<file path="src/rtl/display_scheduler.sv">
// Round-robin display arbiter: four requesters compete for one seven-segment display,
// each grant owns the display for DWELL cycles (stretched by hold), with live view while requesting.
module display_scheduler #(
  parameter logic [26:0] DWELL = 27'd50_000_000
) (
  input  logic        clk,
  input  logic        reset,
  input  logic [3:0]  req,
  input  logic [31:0] data0,
  input  logic [31:0] data1,
  input  logic [31:0] data2,
  input  logic [31:0] data3,
  input  logic        hold,
  output logic [3:0]  ack,
  output logic [1:0]  owner,
  output logic [31:0] disp_value,
  output logic        disp_valid
);

  // state  | meaning
  // S_IDLE | waiting for a request; display keeps its last value
  // S_LOAD | one-cycle grant, ack[g] asserted
  // S_SHOW | owner holds the display for DWELL unheld cycles
  typedef enum logic [1:0] {
    S_IDLE = 2'd0,
    S_LOAD = 2'd1,
    S_SHOW = 2'd2
  } state_t;

  localparam logic [26:0] DWELL_LAST = DWELL - 27'd1;

  state_t      r_state;
  state_t      w_next;
  logic [1:0]  r_grant;
  logic [1:0]  r_last_owner;
  logic [1:0]  r_owner;
  logic [31:0] r_disp_value;
  logic        r_disp_valid;
  logic [26:0] r_cnt;

  logic [1:0]  w_pick;
  logic [1:0]  w_idx;
  logic        w_dwell_done;
  logic [31:0] w_data_grant;
  logic [31:0] w_data_owner;

  // Scan from farthest to nearest offset so the nearest requester after last_owner wins.
  always_comb begin
    w_pick = r_last_owner + 2'd1;
    w_idx  = 2'd0;
    for (int k = 4; k >= 1; k--) begin
      w_idx = r_last_owner + 2'(k);
      if (req[w_idx]) w_pick = w_idx;
    end
  end

  always_comb begin
    case (r_grant)
      2'd0:    w_data_grant = data0;
      2'd1:    w_data_grant = data1;
      2'd2:    w_data_grant = data2;
      default: w_data_grant = data3;
    endcase
  end

  always_comb begin
    case (r_owner)
      2'd0:    w_data_owner = data0;
      2'd1:    w_data_owner = data1;
      2'd2:    w_data_owner = data2;
      default: w_data_owner = data3;
    endcase
  end

  assign w_dwell_done = (r_cnt == DWELL_LAST);

  always_ff @(posedge clk) begin
    if (!reset) r_state <= S_IDLE;
    else        r_state <= w_next;
  end

  always_comb begin
    w_next = r_state;
    ack    = 4'b0000;
    case (r_state)
      S_IDLE: if (!hold && (req != 4'b0000)) w_next = S_LOAD;
      S_LOAD: begin
        w_next       = S_SHOW;
        ack[r_grant] = 1'b1;
      end
      S_SHOW: if (!hold && w_dwell_done) w_next = S_IDLE;
      default: w_next = S_IDLE;
    endcase
  end

  always_ff @(posedge clk) begin
    if (!reset) begin
      r_grant      <= 2'd0;
      r_last_owner <= 2'd3;
      r_owner      <= 2'd0;
      r_disp_value <= 32'd0;
      r_disp_valid <= 1'b0;
      r_cnt        <= 27'd0;
    end else begin
      case (r_state)
        S_IDLE: begin
          if (!hold && (req != 4'b0000)) r_grant <= w_pick;
        end
        S_LOAD: begin
          r_disp_value <= w_data_grant;
          r_owner      <= r_grant;
          r_last_owner <= r_grant;
          r_disp_valid <= 1'b1;
          r_cnt        <= 27'd0;
        end
        S_SHOW: begin
          if (req[r_owner]) r_disp_value <= w_data_owner;
          // Counter stops at DWELL-1; the FSM leaves SHOW on that same edge.
          if (!hold && !w_dwell_done) r_cnt <= r_cnt + 27'd1;
        end
        default: ;
      endcase
    end
  end

  assign owner      = r_owner;
  assign disp_value = r_disp_value;
  assign disp_valid = r_disp_valid;

endmodule

</file>
<file path="config.mk">
export PLATFORM = sky130hd
export DESIGN_NAME = display_scheduler
export DESIGN_NICKNAME = d
export VERILOG_FILES = /design/src/rtl/display_scheduler.sv
export SDC_FILE = /design/constraint.sdc
export NUM_CORES = 1
export LEC_CHECK = 0
export CAP_MARGIN = 15
export CORE_ASPECT_RATIO = 0.6
export CORE_MARGIN = 2
export CORE_UTILIZATION = 37
export DETAILED_ROUTE_END_ITERATION = 8
export GPL_ROUTABILITY_DRIVEN = 1
export GPL_TIMING_DRIVEN = 0
export HOLD_SLACK_MARGIN = 0.12
export PLACE_DENSITY = 0.74
export SYNTH_ARGS = -nofsm -noshare
export SYNTH_HDL_FRONTEND = slang
export SYNTH_SLANG_ARGS = --single-unit
</file>
<file path="constraint.sdc">
create_clock -name clk -period 3.24 [get_ports clk]
set_input_delay 0.81 -clock clk [delete_from_list [all_inputs] [get_ports clk]]
set_output_delay 0.81 -clock clk [all_outputs]
set_load 0.1 [all_outputs]
</file>
==> flow_metrics.env <==
export IMPL_status="completed"
export IMPL_irDropWorstVdd_mv=0.285
export IMPL_setup_violations=0
export IMPL_whs_path_depth=2
export IMPL_fillers=1141
export IMPL_muxShareOfSynthArea_pct=28.4
export IMPL_rsz0062_at_grt="no"
export IMPL_start_kind="register"
export IMPL_yosys_area_share_simple_pct=15.5
export IMPL_cts_buffers=9
export IMPL_crit_path_end_kind="output port"
export IMPL_p_per_area_mw_per_mm2=437
export IMPL_reg2reg_from="r_cnt[0]"
export IMPL_yosys_area_share_xor_xnor_pct=0.179
export IMPL_grt_ovfl_total=0
export IMPL_io_buffers=173
export IMPL_io_pins=174
export IMPL_dp_cells=847
export IMPL_track_usage_pct=24.1
export IMPL_synth_area_per_cell_um2=9.71
export IMPL_ys_types=60
export IMPL_finalCriticalPeriod_ns=3.01
export IMPL_min_from="disp_valid"
export IMPL_syn_nets=640
export IMPL_die_x_um=153
export IMPL_die_y_um=93.1
export IMPL_ys_async_sr_fraction_pct=0
export IMPL_worst_slew_pin_transition_ns=1.03
export IMPL_firstDrtPassIters=5
export IMPL_vias_per_cell=5.99
export IMPL_netlist_area_mm2=0.00490
export IMPL_wirelength_um=17100
export IMPL_hpwlAfterDp_um=13600
export IMPL_synth_top_family_by_area="multiplexers"
export IMPL_synth_compound_area_share_pct=22.9
export IMPL_crit_type="reg2out"
export IMPL_r2r_slack_ns=1.00
export IMPL_path_max_fanout=10
export IMPL_clock_skew_final_ns=0.00768
export IMPL_clockRootBuffer="clkbuf_16"
export IMPL_clkTransAtPathRegs_ns=0.06
export IMPL_finalHoldViolations=0
export IMPL_grt_first_pass_wirelength_um=27400
export IMPL_worstRegToRegCells=6
export IMPL_clk_latency_ns=0.34
export IMPL_ys_ff_latch=68
export IMPL_rows=32
export IMPL_fmax_ghz=0.332
export IMPL_synth_top_area_share_pct=27.8
export IMPL_drive_above_1_share_pct=15.9
export IMPL_hold_class="reg2reg"
export IMPL_start_util_pct=38.0
export IMPL_maxSlewHeadroom_pct=31.0
export IMPL_yosys_top_cells_area="dfxtp_1, mux4_2, mux2i_1"
export IMPL_utilization_pct=55.8
export IMPL_fp_coreArea_mm2=0.0129
export IMPL_nNetsFinal=822
export IMPL_routed_via_count=5157
export IMPL_instances_no_fill=861
export IMPL_ys_flop_type="dfxtp_1"
export IMPL_area_growth_syn_to_layout_pct=46.9
export IMPL_max_cap_viol_count=0
export IMPL_route_detailed_drc=0
export IMPL_finalMaxSlewViolations=0
export IMPL_synth_fa_ha_area_share_pct=0.256
export IMPL_drt_iter0_drc=493
export IMPL_mostFrequentLayoutCell="clkdlybuf4s50_1"
export IMPL_worstPathArrival_ns=2.20
export IMPL_wl_per_cell_um=19.8
export IMPL_fin_setup_tns_ns=0
export IMPL_power_leakage_uw=0.00255
export IMPL_die_area_mm2=0.0142
export IMPL_grt_max_degree=20
export IMPL_grt_pass1_vias=5172
export IMPL_detail_route_antenna_nets=0
export IMPL_cts_hold_repair_buffers=0
export IMPL_seq_area_frac_synth_pct=27.8
export IMPL_cts_tree="yes"
export IMPL_clk_path_buf_depth=2
export IMPL_place_gp_congestion=0.882
export IMPL_most_common_layout_cells="clkdlybuf4s50_1, dfxtp_1, a21oi_1, mux2i_1, mux4_2"
export IMPL_synth_top_area_cell="dfxtp_1"
export IMPL_worst_ep_required_time_ns=2.43
export IMPL_syn_instance_count=504
export IMPL_synth_edf_count=0
export IMPL_diodes=0
export IMPL_cts_sinks=68
export IMPL_critical_path_startpoint="r_state[1]"
export IMPL_period_share_pct=93.0
export IMPL_htreeDepth=3
export IMPL_ys_warnings_count=0
export IMPL_antenna_found_initial=0
[critical path: stages, from the launching register on]
cell and delay [ns]:
dfxtp_1 0.37, nand2b_1 0.11, clkbuf_1 0.34, clkbuf_1 0.48
nor3b_2 0.09, clkdlybuf4s15_2 0.48
[metrics by stage]
stage                     area (um^2)  hold slack [ns]  setup slack [ns]  total power, uW
after global placement           6850            0.456            -0.224             1980
after detailed placement         6850            0.464            -0.255             2010
final                            7190            0.481             0.226             3140
after CTS                        7200            0.483           0.00435             3140
after floorplan                  4910            0.454             0.124             1620
after global routing             7190            0.521             0.101             3250
[power breakdown]
| part | switching, uW | total [uW] | internal (uW) |
|---|---|---|---|
| Clock | 377 | 1150 | 772 |
| Sequential | 34.3 | 923 | 888 |
| Combinational | 653 | 1070 | 416 |
[path summary, 6_finish.rpt]
check / to
setup / recovery: ack[1]
hold / removal: disp_valid
setup reg to reg: r_cnt[22]
hold reg to reg: disp_valid
[state kept, by name (all words and copies together) (netlist names)]
signal and count:
disp_value 32, r_cnt 27, owner 2, r_grant 2, r_last_owner 2, r_state 2
disp_valid 1
[Yosys cell counts, types with 2 or more instances]
| library cell | instances |
|---|---|
| nor2b_1 | 6 |
| dfxtp_1 | 68 |
| or4_1 | 2 |
| mux2_2 | 14 |
| mux4_2 | 37 |
| o211ai_1 | 4 |
| a2bb2oi_1 | 15 |
| a211oi_1 | 19 |
| nand3_1 | 16 |
| and2_1 | 3 |
| o31ai_1 | 4 |
| buf_1 | 3 |
| a21oi_1 | 51 |
| o31a_1 | 4 |
| o21ai_0 | 17 |
| buf_2 | 19 |
| mux2i_1 | 40 |
| a2111o_1 | 3 |
| nand4_1 | 10 |
| a221oi_1 | 15 |
| nor2_1 | 30 |
| o41ai_1 | 4 |
| o2111ai_1 | 7 |
| nand2_1 | 24 |
| nand3b_1 | 2 |
| nor4_1 | 9 |
| nand2b_1 | 5 |
| and3_1 | 4 |
| clkbuf_1 | 23 |
| inv_1 | 8 |
| o21a_1 | 5 |
| or2b_1 | 2 |
| and4_1 | 4 |
[kinds of logic (layout without fill, tap and decap cells)]
| group | count (synthesis) | after routing |
|---|---|---|
| xor+xnor | 1 | 1 |
| mux | 91 | 91 |
| simple gates | 131 | 131 |
| buf+inv | 55 | 242 |
| compound gates | 157 | 157 |
| flops | 68 | 68 |
| fa+ha+maj | 1 | 1 |
[timing repair]
action,in CTS,in global routing
buffers inserted,0,0
gates cloned,0,0
resized for setup,10,2
setup endpoints to repair,4,2
[layer usage]
metal / global-route usage, % / part of all wire (%)
met1: 32.6 / 45
met2: 38.6 / 44
met3: 6.49 / 9.7
met4: 6.33 / 1.5
met5: 0 / 0
[cell type report]
class / count / area, um^2 / area share, %
multi-input combinational: 381 / 3300 / 45.9
timing repair buffer: 173 / 1730 / 24.1
sequential: 68 / 1360 / 18.9
clock buffer: 10 / 239 / 3.32
tap: 170 / 213 / 2.96
buffer: 45 / 204 / 2.84
clock inverter: 6 / 111 / 1.55
inverter: 8 / 30.0 / 0.418
(Power assumes the default switching activity.)
